==> config.mk <==
export PLATFORM = sky130hd
export DESIGN_NAME = muldiv_hilo
export DESIGN_NICKNAME = d
export VERILOG_FILES = /design/src/rtl/muldiv_hilo.sv
export SDC_FILE = /design/constraint.sdc
export NUM_CORES = 1
export LEC_CHECK = 0
export BUFFER_PORTS_ARGS = -buffer_cell sky130_fd_sc_hd__buf_2
export CAP_MARGIN = 15
export CORE_UTILIZATION = 55
export DETAILED_ROUTE_END_ITERATION = 10
export PLACE_DENSITY = 0.77
export SETUP_SLACK_MARGIN = 0.2
export SYNTH_ARGS = -nofsm -noshare
export SYNTH_HDL_FRONTEND = slang
export SYNTH_SLANG_ARGS = --single-unit
==> constraint.sdc <==
create_clock -name clk -period 3.4 [get_ports clk]
set_input_delay 0.68 -clock clk [delete_from_list [all_inputs] [get_ports clk]]
set_output_delay 0.68 -clock clk [all_outputs]
set_load 0.01 [all_outputs]
==> src/rtl/muldiv_hilo.sv <==
// Iterative multiply/divide unit with architectural HI/LO registers.
// Radix-2 shift-add multiply and restoring divide, one bit per cycle,
// followed by a single sign-correction cycle before HI/LO are written.
module muldiv_hilo #(
    parameter int WIDTH = 32
) (
    input  logic             clk,
    input  logic             rst,
    input  logic             op_valid,
    input  logic [2:0]       op,
    input  logic [WIDTH-1:0] srca,
    input  logic [WIDTH-1:0] srcb,
    input  logic             flush,
    output logic             stall,
    output logic             busy,
    output logic             done,
    output logic             div0,
    output logic [WIDTH-1:0] hi,
    output logic [WIDTH-1:0] lo
);
    localparam int CW = $clog2(WIDTH + 1);

    typedef enum logic [2:0] {IDLE, MUL, DIV, FIX, DONE} state_t;
    state_t state, state_n;

    // {upper, lower} working register: product for MUL, {remainder, quotient} for DIV
    logic [2*WIDTH-1:0] acc;
    logic [WIDTH-1:0]   mag_a, mag_b;
    logic               sgn_a, sgn_b, is_div, b_zero;
    logic [CW-1:0]      cnt;

    // op codes 0..3 have op[2]==0; op[0]==0 marks the signed variants
    logic accept, mt_write, last;
    assign accept   = (state == IDLE) && op_valid && !flush && !op[2];
    assign mt_write = (state == IDLE) && op_valid && !flush && (op == 3'd4 || op == 3'd5);
    assign last     = (cnt == CW'(WIDTH - 1));

    // operand sign bits only matter for signed ops, so they are masked at accept
    logic sa_in, sb_in;
    assign sa_in = srca[WIDTH-1] & ~op[0];
    assign sb_in = srcb[WIDTH-1] & ~op[0];

    // multiply step: conditionally add multiplicand to upper half, shift right
    logic [WIDTH:0]     mul_sum;
    logic [2*WIDTH-1:0] mul_next;
    assign mul_sum  = {1'b0, acc[2*WIDTH-1:WIDTH]} + {1'b0, mag_a};
    assign mul_next = acc[0] ? {mul_sum, acc[WIDTH-1:1]} : {1'b0, acc[2*WIDTH-1:1]};

    // divide step: shift in next dividend bit, subtract divisor if it fits.
    // The partial remainder is always below the divisor, so WIDTH+1 bits suffice.
    logic [WIDTH:0]     rem_sh;
    logic [WIDTH-1:0]   trial;
    logic               div_ok;
    logic [2*WIDTH-1:0] div_next;
    assign rem_sh   = acc[2*WIDTH-1:WIDTH-1];
    assign trial    = rem_sh[WIDTH-1:0] - mag_b;
    assign div_ok   = rem_sh >= {1'b0, mag_b};
    assign div_next = div_ok ? {trial, acc[WIDTH-2:0], 1'b1}
                             : {rem_sh[WIDTH-1:0], acc[WIDTH-2:0], 1'b0};

    // sign correction; remainder follows the dividend's sign
    logic [2*WIDTH-1:0] prod_fix;
    logic [WIDTH-1:0]   quo_fix, rem_fix;
    assign prod_fix = (sgn_a ^ sgn_b) ? -acc : acc;
    assign quo_fix  = (sgn_a ^ sgn_b) ? -acc[WIDTH-1:0] : acc[WIDTH-1:0];
    assign rem_fix  = sgn_a ? -acc[2*WIDTH-1:WIDTH] : acc[2*WIDTH-1:WIDTH];

    // state register
    always_ff @(posedge clk or negedge rst) begin
        if (!rst) state <= IDLE;
        else      state <= state_n;
    end

    // next-state and combinational stall request
    always_comb begin
        state_n = state;
        stall   = 1'b0;
        case (state)
            IDLE: if (accept) begin
                stall   = 1'b1;
                state_n = op[1] ? DIV : MUL;
            end
            MUL: begin
                stall   = 1'b1;
                state_n = flush ? IDLE : (last ? FIX : MUL);
            end
            DIV: begin
                stall   = 1'b1;
                state_n = flush ? IDLE : (last ? FIX : DIV);
            end
            FIX: begin
                stall   = 1'b1;
                state_n = flush ? IDLE : DONE;
            end
            DONE:    state_n = IDLE;  // op_valid ignored so the instruction is not re-issued
            default: state_n = IDLE;
        endcase
    end

    // operand latch and iteration datapath
    always_ff @(posedge clk or negedge rst) begin
        if (!rst) begin
            acc    <= '0;
            mag_a  <= '0;
            mag_b  <= '0;
            sgn_a  <= 1'b0;
            sgn_b  <= 1'b0;
            is_div <= 1'b0;
            b_zero <= 1'b0;
            cnt    <= '0;
        end else if (accept) begin
            mag_a  <= sa_in ? -srca : srca;
            mag_b  <= sb_in ? -srcb : srcb;
            sgn_a  <= sa_in;
            sgn_b  <= sb_in;
            is_div <= op[1];
            b_zero <= (srcb == '0);
            cnt    <= '0;
            // MUL starts with the multiplier in the low half, DIV with the dividend
            acc    <= {{WIDTH{1'b0}}, (sb_in && !op[1]) ? -srcb :
                                      (sa_in && op[1])  ? -srca :
                                      (op[1] ? srca : srcb)};
        end else if (state == MUL) begin
            acc <= mul_next;
            cnt <= cnt + 1'b1;
        end else if (state == DIV) begin
            acc <= div_next;
            cnt <= cnt + 1'b1;
        end
    end

    // HI/LO: direct writes in IDLE, result commit at the end of FIX
    always_ff @(posedge clk or negedge rst) begin
        if (!rst) begin
            hi <= '0;
            lo <= '0;
        end else if (mt_write) begin
            if (op == 3'd4) hi <= srca;
            else            lo <= srca;
        end else if (state == FIX && !flush) begin
            if (!is_div) begin
                {hi, lo} <= prod_fix;
            end else if (!b_zero) begin
                lo <= quo_fix;
                hi <= rem_fix;
            end
        end
    end

    // registered status flags derived from the upcoming state
    always_ff @(posedge clk or negedge rst) begin
        if (!rst) begin
            busy <= 1'b0;
            done <= 1'b0;
            div0 <= 1'b0;
        end else begin
            busy <= (state_n == MUL) || (state_n == DIV) || (state_n == FIX);
            done <= (state_n == DONE);
            div0 <= (state_n == DONE) && is_div && b_zero;
        end
    end
endmodule

==> out/qor.txt <==
run status: finished clean
Initial Util: 55.7%
post-synthesis mux area share: 1.56%
dpl hpwl: 51,400 µm
DRC viols: 0
post-synth top area share: 31.6%
crit path DAT: 3.62 ns
RSZ-0062 raised after global routing: yes
Worst setup EP type: register
maximum VDD drop: 0.000649 V
Routability Congestion: 1.04
most common cell in the netlist: nand2_1
worst-path cell chain: ha_1 -> inv_1 -> fa_1 -> nor2b_1 -> o31a_1 -> o31ai_1 -> a311oi_1 -> o21ai_1 -> mux2i_1 -> a31oi_1 -> nor3_1
fin crit period: 3.17 ns
Tot GR Track Use: 42.2%
r2r setup slk: 0.23 ns
initial antenna violation count: 0
CTS tree: built
Mean Syn Cell Area: 7.73 µm²
number of global-route vias before repair: 16,200
Buf/Inv on CP: 1
Synth-to-Final Area Change: 16.5%
slew margin rel.: 26.2%
DP Area: 18,200 µm²
R2R Path Start: acc[32]
pre-CTS setup slack: -0.0846 ns
Simple-Gate Fraction of Synth Area: 21.4%
Synth area leaders: dfrtp_1 32%, nand2_1 6.9%, o21ai_0 6.6%
R2R Path End: acc[59]
switch share: 48.8%
adder and majority gate portion of the synthesized area: 5.48%
sequential power share: 23.6%
net count after synthesis: 2,273
WS Path Type: register to register
skew final: 0.0154 ns
asr flop ratio synth: 100%
CP startpoint kind: register
die area: 30,700 µm²
Synth cell types: 78
sum of negative setup slack: 0 ns
diodes inserted: 0
final setup fails: 0
final hold violation count: 0
Critical Path RT: 3.85 ns
number of port buffers: 138
Internal: 9120 µW
XOR/XNOR share of the synthesized area: 8.40%
Finished Cell Area: 19,200 µm²
largest family of logic cells by synthesized area: compound AO/OA/AOI/OAI gates
CP top delay family: compound AO/OA/AOI/OAI gates
Worst Path Max Fanout: 8
core box area: 29,600 µm²
first-pass GRT wire length: 98,300 µm
vias per std cell: 6.63
Post-synth top flop: dfrtp_1
WL per Instance: 24.5 µm
Layout Nets: 2,433
height of the die: 175 µm
Synth Instances: 2,131
Synth Warn #: 0
commonest cells in the synthesized netlist: 305 x nand2_1, 216 x o21ai_0, 208 x dfrtp_1, 179 x nor2_1, 173 x a21oi_1
Row Count: 63
Switch Pwr: 8700 µW
CTS max path bufs: 3
Post-Route WL: 66,300 µm
post-layout util: 64.9%
initial drt markers: 2,217
CTS root buf: clkbuf_16
synthesized area: 16,500 µm²
largest net degree at the start of global routing: 85
Ports: 139
cts hold-fix bufs: 0
clk slew on worst S/H paths: 0.06 ns
share of layout cells above drive strength 1: 16.6%
Tcrit/Tclk final: 93.1%
Detail Route Antenna Nets: 0
Max Slew Vio Count: 0
length of the first detailed-routing pass in iterations: 6
Slew @ Worst Pin: 1.11 ns
Min-Delay Path Class: input pin to async pin
clock network power share: 15.7%
Synth Register Bits: 208
Worst Reg-to-Reg Cells: 11
number of synthesized flops with an enable pin: 0
post-synthesis sequential area ratio: 31.6%
Crit-path slowest cell: dfrtp_2
Seq. cell area: 5210 µm²
Num CTS Buffers: 25
post-synthesis compound-gate area fraction: 26.6%
multi-input combinational cell area: 10,600 µm²
Max Clk Rate: 0.316 GHz
worst skew pair latency: 0.54 ns
Max Cap Viol: 0
Via Count: 17,900
global route overflow: 0
Die X: 175 µm
fillers: 2,620
slack of the critical path: 0.235 ns
pwr dens: 928 nW/µm²
Leak: 0.00863 µW
Synth area leader: dfrtp_1
htree depth: 1
# clock sinks: 208
Worst path max stage delay: 0.48 ns
combinational fraction of design power: 60.7%
overall power: 17,800 µW
cell families after synthesis:
kind of cell	count (synthesis)
DFF	208
buffers and inverters	215
AOI/OAI and AO/OA	694
adders and majority gates	71
muxes	25
and+or+nand+nor	760
xor gates and xnor gates	158
placed cells by master (no fill, tap or decap), types with 67 or more instances in the layout:
cell type,netlist,layout
nand2_1,305,305
o21ai_0,216,212
dfrtp_1,208,206
nor2_1,179,175
a21oi_1,173,168
buf_2,3,138
buf_4,1,135
xnor2_1,85,85
xor2_1,73,72
inv_1,71,71
ha_1,69,67
metrics by stage:
step | std cells | hold slack (ns)
after floorplan | 2131 | 0.384
after global placement | 2647 | 0.453
after detailed placement | 2647 | 0.461
after CTS | 2693 | 0.257
after global routing | 2700 | 0.277
final | 2700 | 0.207
flip-flops by register name (all words and copies together) (netlist names), 3 cells and up:
signal and count:
hi 32, acc 64, mag_a 32, cnt 6, mag_b 32, lo 32
state 3
power groups by stage:
stage	Clock [µW]	Combinational, µW	Sequential (µW)
after floorplan	0	6580	4020
after global placement	0	10100	4130
after detailed placement	0	10200	4170
after CTS	2790	10300	4140
after global routing	2880	11600	4260
final	2790	10800	4200
area by class of cell:
| type | count | area share [%] |
|---|---|---|
| timing repair buffer | 276 | 9.16 |
| inverter | 71 | 1.39 |
| multi-input combinational | 1709 | 55.4 |
| tap | 390 | 2.54 |
| clock buffer | 36 | 3.84 |
| clock inverter | 10 | 0.587 |
| sequential | 208 | 27.1 |
worst max path at each step:
stage	from	end	slack [ns]	cells past startpoint
after CTS	acc[32]	acc[41]	0.21	12
final	acc[32]	acc[59]	0.23	11
after detailed placement	acc[10]	hi[24]	-0.08	8
after global routing	acc[32]	acc[41]	0.18	12
after floorplan	acc[0]	hi[24]	0.21	12
after global placement	acc[10]	hi[24]	-0.02	8
layer usage:
metal  wire [µm]  share of wire [%]  global-route usage, %  up-vias
li1            -                  -                      -     8036
met1       26800                 40                   59.2     8459
met2       27300                 41                   60.8     1232
met3        8020                 12                   8.55      170
met4        4160                6.3                   22.6        0
met5           0                  0                      0        -
repair_timing:
action / CTS / global route
gates cloned: 0 / 1
pin swaps: 0 / 5
endpoints found under the hold margin: 0 / 0
gates resized for setup: 6 / 24
buffers inserted: 0 / 5
setup endpoints to repair: 13 / 33
No activity file was read; power rests on OpenSTA's default activity.
